## config.mk

```make
export PLATFORM = sky130hd
export DESIGN_NAME = dmem_lsu
export DESIGN_NICKNAME = d
export VERILOG_FILES = /design/src/rtl/dmem_lsu.sv
export SDC_FILE = /design/constraint.sdc
export NUM_CORES = 1
export LEC_CHECK = 0
export ABC_AREA = 1
export BUFFER_PORTS_ARGS = -buffer_cell sky130_fd_sc_hd__buf_4
export CAP_MARGIN = 20
export CELL_PAD_IN_SITES_DETAIL_PLACEMENT = 0
export CELL_PAD_IN_SITES_GLOBAL_PLACEMENT = 1
export CORE_ASPECT_RATIO = 1.25
export CORE_MARGIN = 4
export CORE_UTILIZATION = 29
export DETAILED_ROUTE_END_ITERATION = 8
export PLACE_DENSITY = 0.75
export SYNTH_ARGS = -nofsm -noshare
export SYNTH_HDL_FRONTEND = slang
export SYNTH_SLANG_ARGS = --single-unit
```

## constraint.sdc

```tcl
create_clock -name clk -period 1.8 [get_ports clk]
set_clock_uncertainty 0.05 [all_clocks]
set_input_delay 0.18 -clock clk [delete_from_list [all_inputs] [get_ports clk]]
set_output_delay 0.18 -clock clk [all_outputs]
set_load 0.02 [all_outputs]
```

## src/rtl/dmem_lsu.sv

```systemverilog
// Load/store unit between the memory stage and a word-only synchronous-read
// data memory. Handles byte/half/word loads with lane extraction and sign or
// zero extension, does read-modify-write for sub-word stores, and reports
// misaligned, out-of-range or reserved-size requests without a memory access.
module dmem_lsu #(
   parameter int unsigned MEM_BYTES = 32'd8192
) (
   input  logic        clk,
   input  logic        rst_n,
   input  logic        req_valid,
   output logic        req_ready,
   input  logic        req_we,
   input  logic [1:0]  req_size,
   input  logic        req_unsigned,
   input  logic [31:0] req_addr,
   input  logic [31:0] req_wdata,
   output logic        resp_valid,
   output logic        resp_err,
   output logic [31:0] resp_rdata,
   output logic        mem_we,
   output logic [31:0] mem_a,
   output logic [31:0] mem_wd,
   input  logic [31:0] mem_rd
);

   localparam logic [2:0] S_IDLE    = 3'd0;
   localparam logic [2:0] S_RD_WAIT = 3'd1;
   localparam logic [2:0] S_RD_DATA = 3'd2;
   localparam logic [2:0] S_WRITE   = 3'd3;
   localparam logic [2:0] S_ERR     = 3'd4;

   localparam logic [1:0] SZ_BYTE = 2'b00;
   localparam logic [1:0] SZ_HALF = 2'b01;
   localparam logic [1:0] SZ_WORD = 2'b10;

   logic [2:0]  state_q, state_d;
   logic [31:0] addr_q,  addr_d;
   logic [31:0] wdata_q, wdata_d;
   logic [1:0]  size_q,  size_d;
   logic        we_q,    we_d;
   logic        uns_q,   uns_d;

   logic        req_bad;
   logic [31:0] merged;
   logic [31:0] load_data;
   logic [7:0]  load_byte;
   logic [15:0] load_half;

   // Classify the incoming request as an error before it is accepted.
   always_comb begin
      req_bad = 1'b0;
      case (req_size)
         SZ_BYTE: req_bad = 1'b0;
         SZ_HALF: req_bad = req_addr[0];
         SZ_WORD: req_bad = (req_addr[1:0] != 2'b00);
         default: req_bad = 1'b1;
      endcase
      if (req_addr >= MEM_BYTES) req_bad = 1'b1;
   end

   // Replace the addressed lane of the fetched word with the store data.
   always_comb begin
      merged = mem_rd;
      if (size_q == SZ_HALF) begin
         if (addr_q[1]) merged[31:16] = wdata_q[15:0];
         else           merged[15:0]  = wdata_q[15:0];
      end else begin
         merged[{addr_q[1:0], 3'b000} +: 8] = wdata_q[7:0];
      end
   end

   // Pick the addressed lane of the fetched word and extend it to 32 bits.
   always_comb begin
      load_byte = mem_rd[{addr_q[1:0], 3'b000} +: 8];
      load_half = addr_q[1] ? mem_rd[31:16] : mem_rd[15:0];
      case (size_q)
         SZ_BYTE: load_data = {{24{~uns_q & load_byte[7]}}, load_byte};
         SZ_HALF: load_data = {{16{~uns_q & load_half[15]}}, load_half};
         default: load_data = mem_rd;
      endcase
   end

   // Next-state logic: request capture, sequencing and the RMW merge.
   always_comb begin
      // NOTE: every signal gets a default up front so no path leaves it unassigned and infers a latch.
      state_d = state_q;
      addr_d  = addr_q;
      wdata_d = wdata_q;
      size_d  = size_q;
      we_d    = we_q;
      uns_d   = uns_q;
      case (state_q)
         S_IDLE: begin
            if (req_valid) begin
               addr_d  = req_addr;
               wdata_d = req_wdata;
               size_d  = req_size;
               we_d    = req_we;
               uns_d   = req_unsigned;
               if (req_bad)                           state_d = S_ERR;
               else if (req_we && req_size == SZ_WORD) state_d = S_WRITE;
               else                                   state_d = S_RD_WAIT;
            end
         end
         S_RD_WAIT: state_d = S_RD_DATA;
         S_RD_DATA: begin
            if (we_q) begin
               wdata_d = merged;
               state_d = S_WRITE;
            end else begin
               state_d = S_IDLE;
            end
         end
         S_WRITE: state_d = S_IDLE;
         S_ERR:   state_d = S_IDLE;
         default: state_d = S_IDLE;
      endcase
   end

   // State and request registers with synchronous active-low reset.
   always_ff @(posedge clk) begin
      // NOTE: sequential state uses non-blocking assignments so every register samples pre-edge values.
      if (!rst_n) begin
         state_q <= S_IDLE;
         addr_q  <= '0;
         wdata_q <= '0;
         size_q  <= '0;
         we_q    <= 1'b0;
         uns_q   <= 1'b0;
      end else begin
         state_q <= state_d;
         addr_q  <= addr_d;
         wdata_q <= wdata_d;
         size_q  <= size_d;
         we_q    <= we_d;
         uns_q   <= uns_d;
      end
   end

   // Responses and memory writes are gated by rst_n so an interrupted RMW
   // neither writes nor answers.
   assign req_ready  = (state_q == S_IDLE);
   assign resp_valid = rst_n & ((state_q == S_WRITE) || (state_q == S_ERR) ||
                                ((state_q == S_RD_DATA) && !we_q));
   assign resp_err   = rst_n & (state_q == S_ERR);
   assign resp_rdata = (rst_n && state_q == S_RD_DATA && !we_q) ? load_data : 32'h0;
   assign mem_we     = rst_n & (state_q == S_WRITE);
   assign mem_a      = {addr_q[31:2], 2'b00};
   assign mem_wd     = wdata_q;

endmodule

```

==> results by group <==
Placed design
  • I/O Buffers: 200
  • Hpwl dp: between 15 and 20 mm
  • Final Wtd Congestion: 0.920
  • Placed Cells: 1209

Worst setup path
  • FF-to-FF setup slack: about 0.1 ns
  • Max incr delay on CP: 0.39 ns
  • Most numerous cell on the critical path: nand2_4
  • Worst-path maximum fanout: 8
  • Kind of critical path: register to primary output
  • Critical-path cell list: buf_12 -> nand2_4 -> nand2_1 -> nand3_2 -> nand3_4 -> nand2_4 -> nor2_1 -> buf_4
  • Worst r2r src: addr_q[1]$_SDFFE_PN0P_
  • Slowest CP cell: dfxtp_4
  • Worst EP required: 1.57 ns
  • R2r worst-path depth: 9
  • Kind of start point of the critical path: register
  • Critical R2R Capture: mem_wd[23]$_SDFFE_PN0P_
  • CP arrival: 1.65 ns
  • Crit end category: primary output

Flow run
  • MaxCap Viol Count: 0

Min path
  • Hold wc startpoint: req_addr[8]
  • Hold-critical path depth: 3
  • Worst Hold Path EP: addr_q[8]$_SDFFE_PN0P_
  • Worst Hold Class: input pin to register

Floorplan
  • Die H: 154 um
  • Initial Util: between 20% and 30%
  • Die Wd: 124 um
  • Die ar.: 19100 um2
  • Std cell rows: 53
  • Top Ports: 203
  • Core area: 16700 um2

Cells and area
  • Post-layout util: 44.8%
  • Filler cells: about 1800
  • Layout Cells excl Fill: ~1200
  • FF/Latch Area: 1430 um2
  • Layout area overhead: 52.0%
  • Layout cells sized above 1: around a third
  • Area of the multi-input gates: 3010 um2
  • Nets: 1122
  • # diodes: 0

CTS
  • Clock transition at the registers of the reported paths: 0.06 ns
  • Clock sink total: 71
  • Worst skew pair latency: 0.33 ns
  • TritonCTS buffer count: 9
  • CTS Root Cell: clkbuf_16
  • CTS tree: built
  • Htree depth: 3
  • Max clock buf depth: 2

Power
  • Tot Pwr: 0.00538 W
  • Pwr dens: 720 nW/um2
  • Leakage Power: 3.66 nW
  • Peak VDD IR: slightly above 400 uV

Yosys
  • #FFs+latches synth: 71
  • Sequential share of the synthesized area: 28.9%
  • Number of flops mapped to enable cells by yosys: 0
  • Distinct cells, synth: 31
  • Warnings from Yosys: 0
  • Share of synthesized registers carrying an async set or reset: 0%
  • Avg Cell Area, Syn: 5.94 um2
  • Mapped Cells: between 800 and 900
  • Dominant synthesized flop cell: dfxtp_1
  • Mapped Area: 4920 um2

STA
  • Setup violations, final: 26
  • Hold slack: roughly 0.056 ns
  • Max Clock Freq: roughly 0.53 GHz
  • Max Slew Vio Count: 0
  • Final worst slack: -0.0767 ns
  • RSZ-0062 raised after global routing: true
  • Crit path time final: 1.88 ns
  • Final Hold Viols: 0
  • Fin crit share: 104%
  • Final setup TNS: -1.13 ns

Drt
  • DR pass1 iterations: 5
  • # DRC: 0
  • Initial DRC count: 370
  • Number of nets with antenna violations after routing: 0
  • Vias: 5947
  • Vias/cell: between 4 and 5
  • Final wirelength: 20.0 mm
  • Routed len/inst: 16.1 um

Global route
  • Gr ovfl total: 0
  • Largest net degree at the start of global routing: 44
  • Total track usage: 20.0%
  • First-pass GRT wire length: 31.0 mm
  • Vias in the first global route: 5816
  • Initial antenna violation count: 0

Status
  • Status: finished with violations
  • Violated checks: setup timing
## cell families after synthesis
group | synth area share (%)
buffers and inverters | 15.7
AOI/OAI and AO/OA | 19.9
DFF | 28.9
and+or+nand+nor | 34.1
adders and majority gates | 1.27
other | 0.0762
## flip-flops by register name (all words and copies together) (netlist names)
name     flops
state_q      3
mem_wd      32
uns_q        1
addr_q      32
size_q       2
we_q         1
## what timing repair did
action                                  4_1_cts  5_1_grt
hold buffers                                  0        0
endpoints found under the setup margin       32       48
gates cloned                                  2        1
pin swaps                                    12       12
resized for setup                            64       48
buffers inserted                              9        2
## where the power goes
part	total [W]	internal (W)	leakage [nW]	switching [W]
Combinational	0.00152	0.000656	2.90	0.000868
Clock	0.00209	0.00140	0.164	0.000692
Sequential	0.00177	0.00169	0.590	0.0000843
## cell usage in the layout, fill, tap and decap left out, drive strengths merged
master	instances
nand4	3
o22ai	4
or2	5
a31oi	10
inv	77
o2111ai	1
bufinv	3
conb	2
o31ai	1
nand3	83
o21ai	61
o211ai	3
clkbuf	13
bufbuf	1
dfxtp	71
buf	255
ha	5
nor2	101
nand2	210
a211oi	1
a21oi	107
clkinv	1
nor3	1
## metrics by stage
step	cell area, um2	worst slack (ns)
final	7480	-0.0767
after global routing	7480	-0.148
after CTS	7280	-0.0449
after detailed placement	6610	0.0916
after global placement	6610	0.0743
after floorplan	4970	0.0267
## worst max path at each step
stage                                       from  cells after the start                       to  slack [ns]
after floorplan           addr_q[0]$_SDFFE_PN0P_                     12  mem_wd[18]$_SDFFE_PN0P_        0.03
after global placement    addr_q[1]$_SDFFE_PN0P_                      7            resp_rdata[3]        0.07
after detailed placement  addr_q[1]$_SDFFE_PN0P_                      7            resp_rdata[3]        0.09
after CTS                 addr_q[1]$_SDFFE_PN0P_                      8           resp_rdata[22]       -0.04
after global routing      addr_q[0]$_SDFFE_PN0P_                      9            resp_rdata[5]       -0.15
final                     addr_q[1]$_SDFFE_PN0P_                      8           resp_rdata[22]       -0.08
## per-layer routing
layer	part of all wire (%)	wire, um	track usage, %	vias up
met5	0	0	0	-
met4	3.0	608	7.00	0
met3	7.8	1570	5.91	32
met2	48	9530	33.8	232
met1	41	8280	24.1	2662
li1	-	-	-	3021
## synthesized netlist by cell type (all sizes together), types with 3 or more instances
| master | number | area, um2 |
|---|---|---|
| o21ai | 61 | 309 |
| ha | 5 | 62.6 |
| inv | 77 | 289 |
| o211ai | 3 | 22.5 |
| a21oi | 107 | 536 |
| dfxtp | 71 | 1420 |
| nand2 | 209 | 792 |
| a31oi | 10 | 62.6 |
| o22ai | 4 | 25.0 |
| nor2 | 101 | 404 |
| nand4 | 3 | 25.0 |
| buf | 62 | 403 |
| or2 | 5 | 31.3 |
| clkbuf | 21 | 78.8 |
| nand3 | 83 | 415 |
## critical path: cells and delay by family (launching register included)
kind          cells  cell delay [ns]
simple gates      6             0.62
flops             1             0.39
buf+inv           2             0.28
## layout make-up
cell class / instances / area share [%]
Clock buffer: 13 / 3.35
Clock inverter: 3 / 1.20
Inverter: 78 / 4.15
Timing Repair Buffer: 256 / 28.2
Multi-Input combinational cell: 598 / 40.3
Tap cell: 220 / 3.68
Sequential cell: 71 / 19.2
(Power assumes the default switching activity.)
